`src/rtl/instruction_fetcher_pkg.sv`:
```
// Shared constants, state encodings and cache payload types for the fetch stage.
package instruction_fetcher_pkg;

  localparam int unsigned XLEN             = 32;
  localparam int unsigned ICACHE_IDX_WIDTH = 6;
  localparam int unsigned ICACHE_LINES     = 1 << ICACHE_IDX_WIDTH;
  localparam int unsigned ICACHE_TAG_WIDTH = XLEN - ICACHE_IDX_WIDTH - 2;

  localparam logic TRUE  = 1'b1;
  localparam logic FALSE = 1'b0;

  // Fetch FSM encodings (kept as plain constants for legacy compatibility)
  localparam logic [1:0] IF_IDLE   = 2'd0;
  localparam logic [1:0] IF_BUBBLE = 2'd1;
  localparam logic [1:0] IF_MISS   = 2'd2;

  // One cache line write: where, which tag, what word
  typedef struct packed {
    logic [ICACHE_IDX_WIDTH-1:0] idx;
    logic [ICACHE_TAG_WIDTH-1:0] tag;
    logic [XLEN-1:0]             data;
  } icache_wr_t;

endpackage

```
`src/rtl/instruction_fetcher_if.sv`:
```
// Instruction read channel between the fetch stage and the memory controller.
//   mem_req  - read request, held until the matching mem_done
//   mem_addr - word-aligned request address
//   mem_done - one-cycle pulse, mem_data valid
//   mem_data - returned instruction word
interface instruction_fetcher_if;
  import instruction_fetcher_pkg::*;

  logic            mem_req;
  logic [XLEN-1:0] mem_addr;
  logic            mem_done;
  logic [XLEN-1:0] mem_data;

  modport master (output mem_req, mem_addr, input mem_done, mem_data);
  modport slave  (input mem_req, mem_addr, output mem_done, mem_data);
endinterface

```
`src/rtl/instruction_fetcher_icache_array.sv`:
```
// Direct-mapped one-word-per-line instruction cache storage.
//   rd_idx/rd_tag -> rd_hit_c/rd_data_c : combinational lookup
//   wr_en/wr      : synchronous line fill
//   rst_in        : asynchronously clears every valid bit
module icache_array
  import instruction_fetcher_pkg::*;
(
  input  logic                        clk_in,
  input  logic                        rst_in,
  input  logic [ICACHE_IDX_WIDTH-1:0] rd_idx,
  input  logic [ICACHE_TAG_WIDTH-1:0] rd_tag,
  output logic                        rd_hit_c,
  output logic [XLEN-1:0]             rd_data_c,
  input  logic                        wr_en,
  input  icache_wr_t                  wr
);

  logic [XLEN-1:0]             data_q  [ICACHE_LINES];
  logic [ICACHE_TAG_WIDTH-1:0] tag_q   [ICACHE_LINES];
  logic [ICACHE_LINES-1:0]     valid_q;

  // Valid bits carry the only state that must be reset
  always_ff @(posedge clk_in or posedge rst_in) begin
    if (rst_in) begin
      valid_q <= '0;
    end else if (wr_en) begin
      valid_q[wr.idx] <= TRUE;
    end
  end

  // Data and tag need no reset: they are qualified by valid
  always_ff @(posedge clk_in) begin
    if (wr_en) begin
      data_q[wr.idx] <= wr.data;
      tag_q[wr.idx]  <= wr.tag;
    end
  end

  assign rd_hit_c  = valid_q[rd_idx] && (tag_q[rd_idx] == rd_tag);
  assign rd_data_c = data_q[rd_idx];

endmodule

```
`src/rtl/instruction_fetcher.sv`:
```
// Fetch stage: looks pc_in up in the instruction cache, issues one word per
// hit with a single-cycle pulse, and refills from memory on a miss.
//   clk_in, rst_in (async, active-high), rdy_in (global pause)
//   pc_in, stop_fetching, roll_back, iq_full : control from BTB / queue
//   fetch_new_instruction, inst_out, inst_pc : issue to decoder
//   mem_if (master)                          : memory read channel
module instruction_fetcher
  import instruction_fetcher_pkg::*;
(
  input  logic                         clk_in,
  input  logic                         rst_in,
  input  logic                         rdy_in,
  input  logic [XLEN-1:0]              pc_in,
  input  logic                         stop_fetching,
  input  logic                         roll_back,
  input  logic                         iq_full,
  output logic                         fetch_new_instruction,
  output logic [XLEN-1:0]              inst_out,
  output logic [XLEN-1:0]              inst_pc,
  instruction_fetcher_if.master        mem_if
);

  logic [1:0]      state_q, state_nxt;
  logic            fetch_q, fetch_nxt;
  logic [XLEN-1:0] inst_q, inst_nxt;
  logic [XLEN-1:0] ipc_q, ipc_nxt;
  logic            req_q, req_nxt;
  logic [XLEN-1:0] addr_q, addr_nxt;
  logic            fill_c;

  logic            hit_c;
  logic [XLEN-1:0] hit_data_c;
  icache_wr_t      wr_c;

  // Fill always targets the line of the outstanding request address
  assign wr_c.idx  = addr_q[ICACHE_IDX_WIDTH+1:2];
  assign wr_c.tag  = addr_q[XLEN-1:ICACHE_IDX_WIDTH+2];
  assign wr_c.data = mem_if.mem_data;

  icache_array u_icache (
    .clk_in    (clk_in),
    .rst_in    (rst_in),
    .rd_idx    (pc_in[ICACHE_IDX_WIDTH+1:2]),
    .rd_tag    (pc_in[XLEN-1:ICACHE_IDX_WIDTH+2]),
    .rd_hit_c  (hit_c),
    .rd_data_c (hit_data_c),
    .wr_en     (fill_c && rdy_in),
    .wr        (wr_c)
  );

  // State and output registers; rdy_in low freezes everything
  always_ff @(posedge clk_in or posedge rst_in) begin
    if (rst_in) begin
      state_q <= IF_IDLE;
      fetch_q <= FALSE;
      inst_q  <= '0;
      ipc_q   <= '0;
      req_q   <= FALSE;
      addr_q  <= '0;
    end else if (rdy_in) begin
      state_q <= state_nxt;
      fetch_q <= fetch_nxt;
      inst_q  <= inst_nxt;
      ipc_q   <= ipc_nxt;
      req_q   <= req_nxt;
      addr_q  <= addr_nxt;
    end
  end

  // Next-state and next-output logic
  always_comb begin
    state_nxt = state_q;
    fetch_nxt = FALSE;
    inst_nxt  = inst_q;
    ipc_nxt   = ipc_q;
    req_nxt   = req_q;
    addr_nxt  = addr_q;
    fill_c    = FALSE;
    case (state_q)
      IF_IDLE: begin
        if (roll_back) begin
          state_nxt = IF_BUBBLE;
        end else if (stop_fetching || iq_full) begin
          state_nxt = IF_IDLE;
        end else if (hit_c) begin
          fetch_nxt = TRUE;
          inst_nxt  = hit_data_c;
          ipc_nxt   = pc_in;
          state_nxt = IF_BUBBLE;
        end else begin
          req_nxt   = TRUE;
          addr_nxt  = {pc_in[XLEN-1:2], 2'b00};
          state_nxt = IF_MISS;
        end
      end
      // Dead cycle so the BTB can advance pc_in before the next lookup
      IF_BUBBLE: begin
        state_nxt = roll_back ? IF_BUBBLE : IF_IDLE;
      end
      // A roll_back here does not abort: the line is valid for its address
      IF_MISS: begin
        if (mem_if.mem_done) begin
          fill_c    = TRUE;
          req_nxt   = FALSE;
          state_nxt = IF_IDLE;
        end
      end
      default: begin
        state_nxt = IF_IDLE;
      end
    endcase
  end

  assign fetch_new_instruction = fetch_q;
  assign inst_out              = inst_q;
  assign inst_pc               = ipc_q;
  assign mem_if.mem_req        = req_q;
  assign mem_if.mem_addr       = addr_q;

endmodule

```
`src/flat_wrapper.sv`:
```
// flat-port wrapper written by rule: the top's interface ports become plain ports
module instruction_fetcher_flat import instruction_fetcher_pkg::*;
  (clk_in, rst_in, rdy_in, pc_in, stop_fetching, roll_back, iq_full, fetch_new_instruction, inst_out, inst_pc, mem_if_mem_req, mem_if_mem_addr, mem_if_mem_done, mem_if_mem_data);
  instruction_fetcher_if mem_if_i ();
  input  logic clk_in;
  input  logic rst_in;
  input  logic rdy_in;
  input  logic [XLEN-1:0] pc_in;
  input  logic stop_fetching;
  input  logic roll_back;
  input  logic iq_full;
  output logic fetch_new_instruction;
  output logic [XLEN-1:0] inst_out;
  output logic [XLEN-1:0] inst_pc;
  output wire logic [$bits(mem_if_i.mem_req)-1:0] mem_if_mem_req;
  output wire logic [$bits(mem_if_i.mem_addr)-1:0] mem_if_mem_addr;
  input wire logic [$bits(mem_if_i.mem_done)-1:0] mem_if_mem_done;
  input wire logic [$bits(mem_if_i.mem_data)-1:0] mem_if_mem_data;
  assign mem_if_mem_req = mem_if_i.mem_req;
  assign mem_if_mem_addr = mem_if_i.mem_addr;
  assign mem_if_i.mem_done = mem_if_mem_done;
  assign mem_if_i.mem_data = mem_if_mem_data;
  instruction_fetcher u_core (.clk_in(clk_in), .rst_in(rst_in), .rdy_in(rdy_in), .pc_in(pc_in), .stop_fetching(stop_fetching), .roll_back(roll_back), .iq_full(iq_full), .fetch_new_instruction(fetch_new_instruction), .inst_out(inst_out), .inst_pc(inst_pc), .mem_if(mem_if_i));
endmodule
```
`config.mk`:
```
export PLATFORM = sky130hd
export DESIGN_NAME = instruction_fetcher_flat
export DESIGN_NICKNAME = d
export VERILOG_FILES = /design/src/rtl/instruction_fetcher_pkg.sv /design/src/rtl/instruction_fetcher_if.sv /design/src/rtl/instruction_fetcher_icache_array.sv /design/src/rtl/instruction_fetcher.sv /design/src/flat_wrapper.sv
export SDC_FILE = /design/constraint.sdc
export NUM_CORES = 2
export LEC_CHECK = 0
export ABC_AREA = 1
export ABC_CLOCK_PERIOD_IN_PS = 6700
export BUFFER_PORTS_ARGS = -buffer_cell sky130_fd_sc_hd__clkbuf_2
export CELL_PAD_IN_SITES_DETAIL_PLACEMENT = 1
export CELL_PAD_IN_SITES_GLOBAL_PLACEMENT = 1
export CORE_UTILIZATION = 45
export CTS_CLUSTER_DIAMETER = 80
export DETAILED_ROUTE_END_ITERATION = 6
export PLACE_DENSITY_LB_ADDON = 0.08
export RECOVER_POWER = 100
export SYNTH_ARGS = -nofsm -noshare
export SYNTH_HDL_FRONTEND = slang
export SYNTH_HIERARCHICAL = 1
export SYNTH_SLANG_ARGS = --single-unit
```
`constraint.sdc`:
```
create_clock -name clk_in -period 6.7 [get_ports clk_in]
set_input_delay 0.67 -clock clk_in [delete_from_list [all_inputs] [get_ports clk_in]]
set_output_delay 0.67 -clock clk_in [all_outputs]
set_load 0.05 [all_outputs]
```
After elaboration in Yosys (flattened, before gate mapping) --
Memory sizes are Yosys's and may differ from the RTL's. A register that Yosys moved wholly into a read port is not among the register bits. Cells that the tools add are included.
Storage, ports and cells: memories kept 2, register bits after elaboration 130, memory bits (writable) 3584
Memory list:
- u_core.u_icache.data_q | words 64, bits a word 32, read ports 1, clocked after Yosys merged registers in 1, wr ports 1, line instruction_fetcher_icache_array.sv:18 | logic [XLEN-1:0] data_q [ICACHE_LINES];
- u_core.u_icache.tag_q | words 64, bits a word 24, read ports 1, clocked after Yosys merged registers in 0, wr ports 1, line instruction_fetcher_icache_array.sv:19 | logic [ICACHE_TAG_WIDTH-1:0] tag_q [ICACHE_LINES];
Operators by class: order comparisons 3, muxes and demuxes 23, equality and inequality tests 7, bitwise logic cells 4, reductions and logical operators 10
Operator list (count):
- $or 64x64->64 | 1
- $eq 24x24->1 | 1
- $mux 1 | 15
- $lt 6x7->1 const B | 2
- $reduce_and 5->1 | 2
- $mux 2 | 4
- $ne 2x2->1 const B | 4
- $bmux 1 s6 | 1
- $demux 1 s6 | 1
- $ge 6x1->1 const B | 1
- $pmux 2 s3 | 1
- $reduce_and 6->1 | 1
- $logic_and 1x1->1 | 3
- $not 1->1 | 3
- $eq 2x1->1 const B | 1
- $eq 2x2->1 const B | 1
- $logic_not 2->1 | 1
- $pmux 1 s2 | 1
- $reduce_and 2->1 | 1
- $reduce_bool 2->1 | 1
- $logic_or 1x1->1 | 1

Longest topological paths before layout --
depth in word-level cells 7, gate-level depth with buffers 27

By module --
The synthesis kept the hierarchy.
Modules (own cells, without submodules):
- icache_array | cells an instance 11271, instances 1, sequential area each 109224.8 sq um, area each 144521.1 sq um
- instruction_fetcher | cells an instance 434, instances 1, sequential area each 2452.4 sq um, area each 3843.7 sq um

Worst setup path after synthesis --
Ideal clock, no wire load.
path kind input port to flip-flop, start in rdy_in, end reg u_core.u_icache.valid_q[24], slack -0.749 ns, data arrival time 7.351 ns, cell stages on the path 6, data required time 6.602 ns, library setup time 0.098 ns, path through nand2_1 > nor2_1 > clkbuf_1 > nand4_1 > nor4_1 > or2_2
On the way: word-level cells in the longest chain between the ends 1
RTL lines:
- from (decl) | line flat_wrapper.sv:7 | input logic rdy_in;
- $logic_and 1x1->1 | line instruction_fetcher.sv:47 | .wr_en (fill_c && rdy_in),
- to (signal assigned) | line instruction_fetcher_icache_array.sv:25 | valid_q <= '0;
- to (signal, indexed assignment) | line instruction_fetcher_icache_array.sv:27 | valid_q[wr.idx] <= TRUE;
- to (decl) | line instruction_fetcher_icache_array.sv:20 | logic [ICACHE_LINES-1:0] valid_q;
No other way between the ends. A chain may end at the register's enable or synchronous reset.

Final worst setup path --
start reg u_core.state_q[0], end mem u_core.u_icache.data_q[40][7] (enable)
On the way: word-level cells in the longest chain between the ends 5
RTL lines:
- from (decl) | line instruction_fetcher.sv:23 | logic [1:0] state_q, state_nxt;
- from (signal assigned) | line instruction_fetcher.sv:61 | state_q <= state_nxt;
- $eq 2x2->1 | line instruction_fetcher.sv:79 | case (state_q)
- $mux 1 | line instruction_fetcher.sv:79
- $logic_and 1x1->1 | line instruction_fetcher.sv:47
- $mux 1 | line instruction_fetcher_icache_array.sv:33 | if (wr_en) begin
- $mux 1 (not written as such) | line instruction_fetcher_icache_array.sv:34 | data_q[wr.idx] <= wr.data;
- to (decl) | line instruction_fetcher_icache_array.sv:18
No other way between the ends.

==> flow_metrics.py <==
metrics = {
    "routing": {
        "route.detailed.wl_per_inst_um": 32.81,
        "drt_first_pass_iters": 6,
        "wl_mm": 540.5,
        "drt-vias-per-instance": 6.237,
        "drtIter0Drc": 11840,
        "ant_nets": 0,
        "drc": 0,
        "num_vias": 102700,
    },
    "grt": {
        "overflow": 0,
        "grt_max_degree": 188,
        "grt_pass1_vias": 102300,
        "track_usage": 0.3204,
        "antenna_found_initial": 36,
        "grt_pass1_wl_mm": 761.6,
    },
    "die": {
        "io_pins": 169,
        "coreArea_sq_um": 327700,
        "std_cell_rows": 210,
        "fp.dieH_um": 576.2,
        "fp.dieW_um": 576.2,
        "initial_utilization": 0.4528,
        "dieArea_sq_um": 332000,
    },
    "worst_setup_path": {
        "r2r_cells": 6,
        "cp-endpoint": "u_core/u_icache/data_q[40][7]",
        "critPathRequiredTime_ns": 7.20,
        "startpoint": "u_core/state_q[0]",
        "ff2ff_setup_slack_ns": 0.95,
        "criticalPathCategory": "reg2reg",
        "slowest_delay_ns": 2.21,
        "cp-end-kind": "flip-flop",
        "crit_top_cell": "nor2_1",
        "rr_endpoint": "u_core/u_icache/data_q[40][7]",
        "cpMaxStageDelayCell": "clkbuf_1",
        "arrival_ns": 6.24,
        "critical_path.max_fanout": 21,
        "start_kind": "flip-flop",
        "r2r_start": "u_core/state_q[0]",
        "path_cells": "inv_1 > nand2_1 > nor2_1 > nand4_1 > nor2_1 > clkbuf_1",
    },
    "clocking": {
        "insertion_delay_ns": 1.00,
        "cts-root-buf": "clkbuf_16",
        "cts.clk_slew.worst_paths_ns": 0.06,
        "ctsHtreeMaxLevel": 5,
        "clock_path_buffers": 4,
        "numClockSinks": 3746,
        "cts_hold_buf": 7,
        "cts_tree": "built",
        "cts_buffers": 403,
        "ctsResizeCount": 0,
        "post_cts_buffers": 0,
    },
    "placed_design": {
        "hpwl_mm": 270.7,
        "place_inst": 15710,
        "routabilityCongestion": 0.8017,
        "dpl_cell_area_sq_um": 154700,
        "portBuffers": 166,
    },
    "sta": {
        "fin_crit_sh": 0.8580,
        "relSlewSlack": -1.704,
        "rsz0062_at_grt": "no",
        "fmax_mhz": 174.0,
        "fin_skew_ns": 0.06308,
        "layout_min_cycle_time_ns": 5.748,
        "maxSlewViolCount": 6842,
        "hold_viol": 0,
        "holdWs_ns": 0.06463,
        "setup_viol": 0,
        "tightest_slew_ns": 4.055,
    },
    "logic_synthesis": {
        "synth_top_cell_by_area": "edfxtp_1",
        "netlist_instances": 11710,
        "synthFlopType": "edfxtp_1",
        "syn_area_sq_um": 148400,
        "synth-async-reset-ratio": 0.04325,
        "synth-edff-count": 3584,
        "yosys.area.top_type_share": 0.7254,
        "ys_types": 33,
        "ys_seq_elements": 3746,
        "yosys-top-cells-area": "edfxtp_1 (73%), nand3_1 (5.1%), nand2_1 (5.0%)",
        "synth.most_common_cell": "edfxtp_1",
        "ys_seq_area_frac": 0.7527,
        "avgSynthCellArea_sq_um": 12.68,
        "synthTopCellsByCount": "edfxtp_1 (3584), nand2_1 (1975), nand3_1 (1503)",
        "yosysWarnings": 6,
    },
    "hold_path": {
        "min_path_type": "in2reg",
        "hold_depth": 3,
    },
    "run": {
        "drv_cap": 172,
    },
    "pwr": {
        "irDropWorstVdd_mv": 0.2680,
        "p_per_area_nw_per_um2": 314.9,
        "leakage_uw": 0.05598,
    },
    "finish": {
        "syn_to_final_growth_pct": 11.88,
        "final_area_sq_um": 166000,
        "layout.nets": 11850,
        "fin_cells": 16470,
        "drive_gt1_frac": 0.07380,
    },
    "status": {
        "violations": "max-capacitance violations, max-slew violations",
        "outcome": "finished, violations left",
    },
}
## cell usage in the layout (no fill, tap or decap), types with 3 or more instances in the layout
cell	synthesis	routed
clkinv_8	0	4
nand4_1	9	9
inv_1	45	41
edfxtp_1	3584	3584
clkbuf_1	324	318
dfrtp_1	162	147
clkinv_2	1	78
dlymetal6s4s_1	0	3
bufinv_16	0	31
o22ai_1	633	633
nand3b_1	11	11
clkinv_1	3	105
inv_6	0	9
buf_4	120	109
o32ai_1	35	35
nand2_1	1975	1975
buf_8	0	3
clkinvlp_4	0	8
a21oi_1	22	22
nand3_1	1503	1503
dfrtp_2	0	15
clkbuf_8	0	10
o211ai_1	7	7
o21ai_1	127	127
clkbuf_16	0	411
inv_16	0	7
clkbuf_2	1	76
or2_1	5	5
nor2_4	0	16
o21ai_0	1234	1234
buf_12	0	60
nor4_1	8	8
dlygate4sd3_1	0	7
or2_2	48	48
diode_2	0	12
nor2_1	1451	1437
## flip-flops by register name (all words and copies together) (netlist names)
signal,flops
u_core/inst_pc,32
u_core/u_icache/tag_q,1536
u_core/mem_if.mem_req,1
u_core/state_q,2
u_core/fetch_new_instruction,1
u_core/mem_if.mem_addr,30
u_core/inst_out,32
u_core/u_icache/valid_q,64
u_core/u_icache/data_q,2048
## per-layer routing
layer  wire [um]  global-route usage  up-vias  share of wire
met4       20610              0.1103        8          0.038
met3       42900             0.04334      978          0.079
li1            -                   -    42870              -
met2      251900              0.5128     4482           0.47
met1      225000              0.4523    54410           0.42
met5          49                   0        -       0.000091
## through the flow
| step | worst slack [ns] | total power [uW] | setup TNS (ns) | util |
|---|---|---|---|---|
| after global routing | 1.066 | 53590 | 0 | 0.5066 |
| after CTS | 2.190 | 52460 | 0 | 0.5115 |
| after floorplan | -0.7495 | 29100 | -313.89 | - |
| after detailed placement | 1.196 | 30750 | 0 | 0.4722 |
| after global placement | 1.248 | 30640 | 0 | 0.4722 |
| final | 0.9517 | 52270 | 0 | 0.5066 |
## critical path: cells and delay by family, from the launching register on
kind	cells	cell delay [ns]
buffers and inverters	2	2.31
flip-flops	1	0.39
AND/OR/NAND/NOR	4	2.45
## report_power, final
| group | leakage, uW | internal, uW | switching, uW |
|---|---|---|---|
| logic | 0.0152 | 710 | 2980 |
| clock network | 0.00627 | 12500 | 9430 |
| registers | 0.0345 | 26500 | 91.4 |
| total | 0.0560 | 39800 | 12500 |
## how the worst min path moves through the flow
stage | start | end
5_1_grt | pc_in[12] | u_core/mem_if.mem_addr[12]
3_3_place_gp | u_core/u_icache/valid_q[10] | u_core/u_icache/valid_q[10]
2_1_floorplan | u_core/u_icache/valid_q[0] | u_core/u_icache/valid_q[0]
3_5_place_dp | u_core/u_icache/valid_q[12] | u_core/u_icache/valid_q[12]
4_1_cts | pc_in[12] | u_core/mem_if.mem_addr[12]
6_report | pc_in[4] | u_core/inst_pc[4]
## cell families (layout without fill, tap and decap cells)
family	after synthesis	after routing	share of synthesized area
AOI/OAI and AO/OA	2062	2062	0.07597
DFF	3746	3746	0.7527
buffers and inverters	880	1288	0.03013
other	1	14	0.00002528
and+or+nand+nor	5015	5015	0.1411
xor gates and xnor gates	1	1	0.00005904
## area by class of cell
type                    count  area (sq um)
fillers                 32960        161700
flip-flops and latches   3746        111700
multi-input cells        7080         32340
clock buffers             504         10720
well taps                4346          5438
repair buffers            493          3445
clock inverters           238          2068
inverters                  53         256.5
diodes                     12         30.03
No activity file was read; power rests on OpenSTA's default activity.
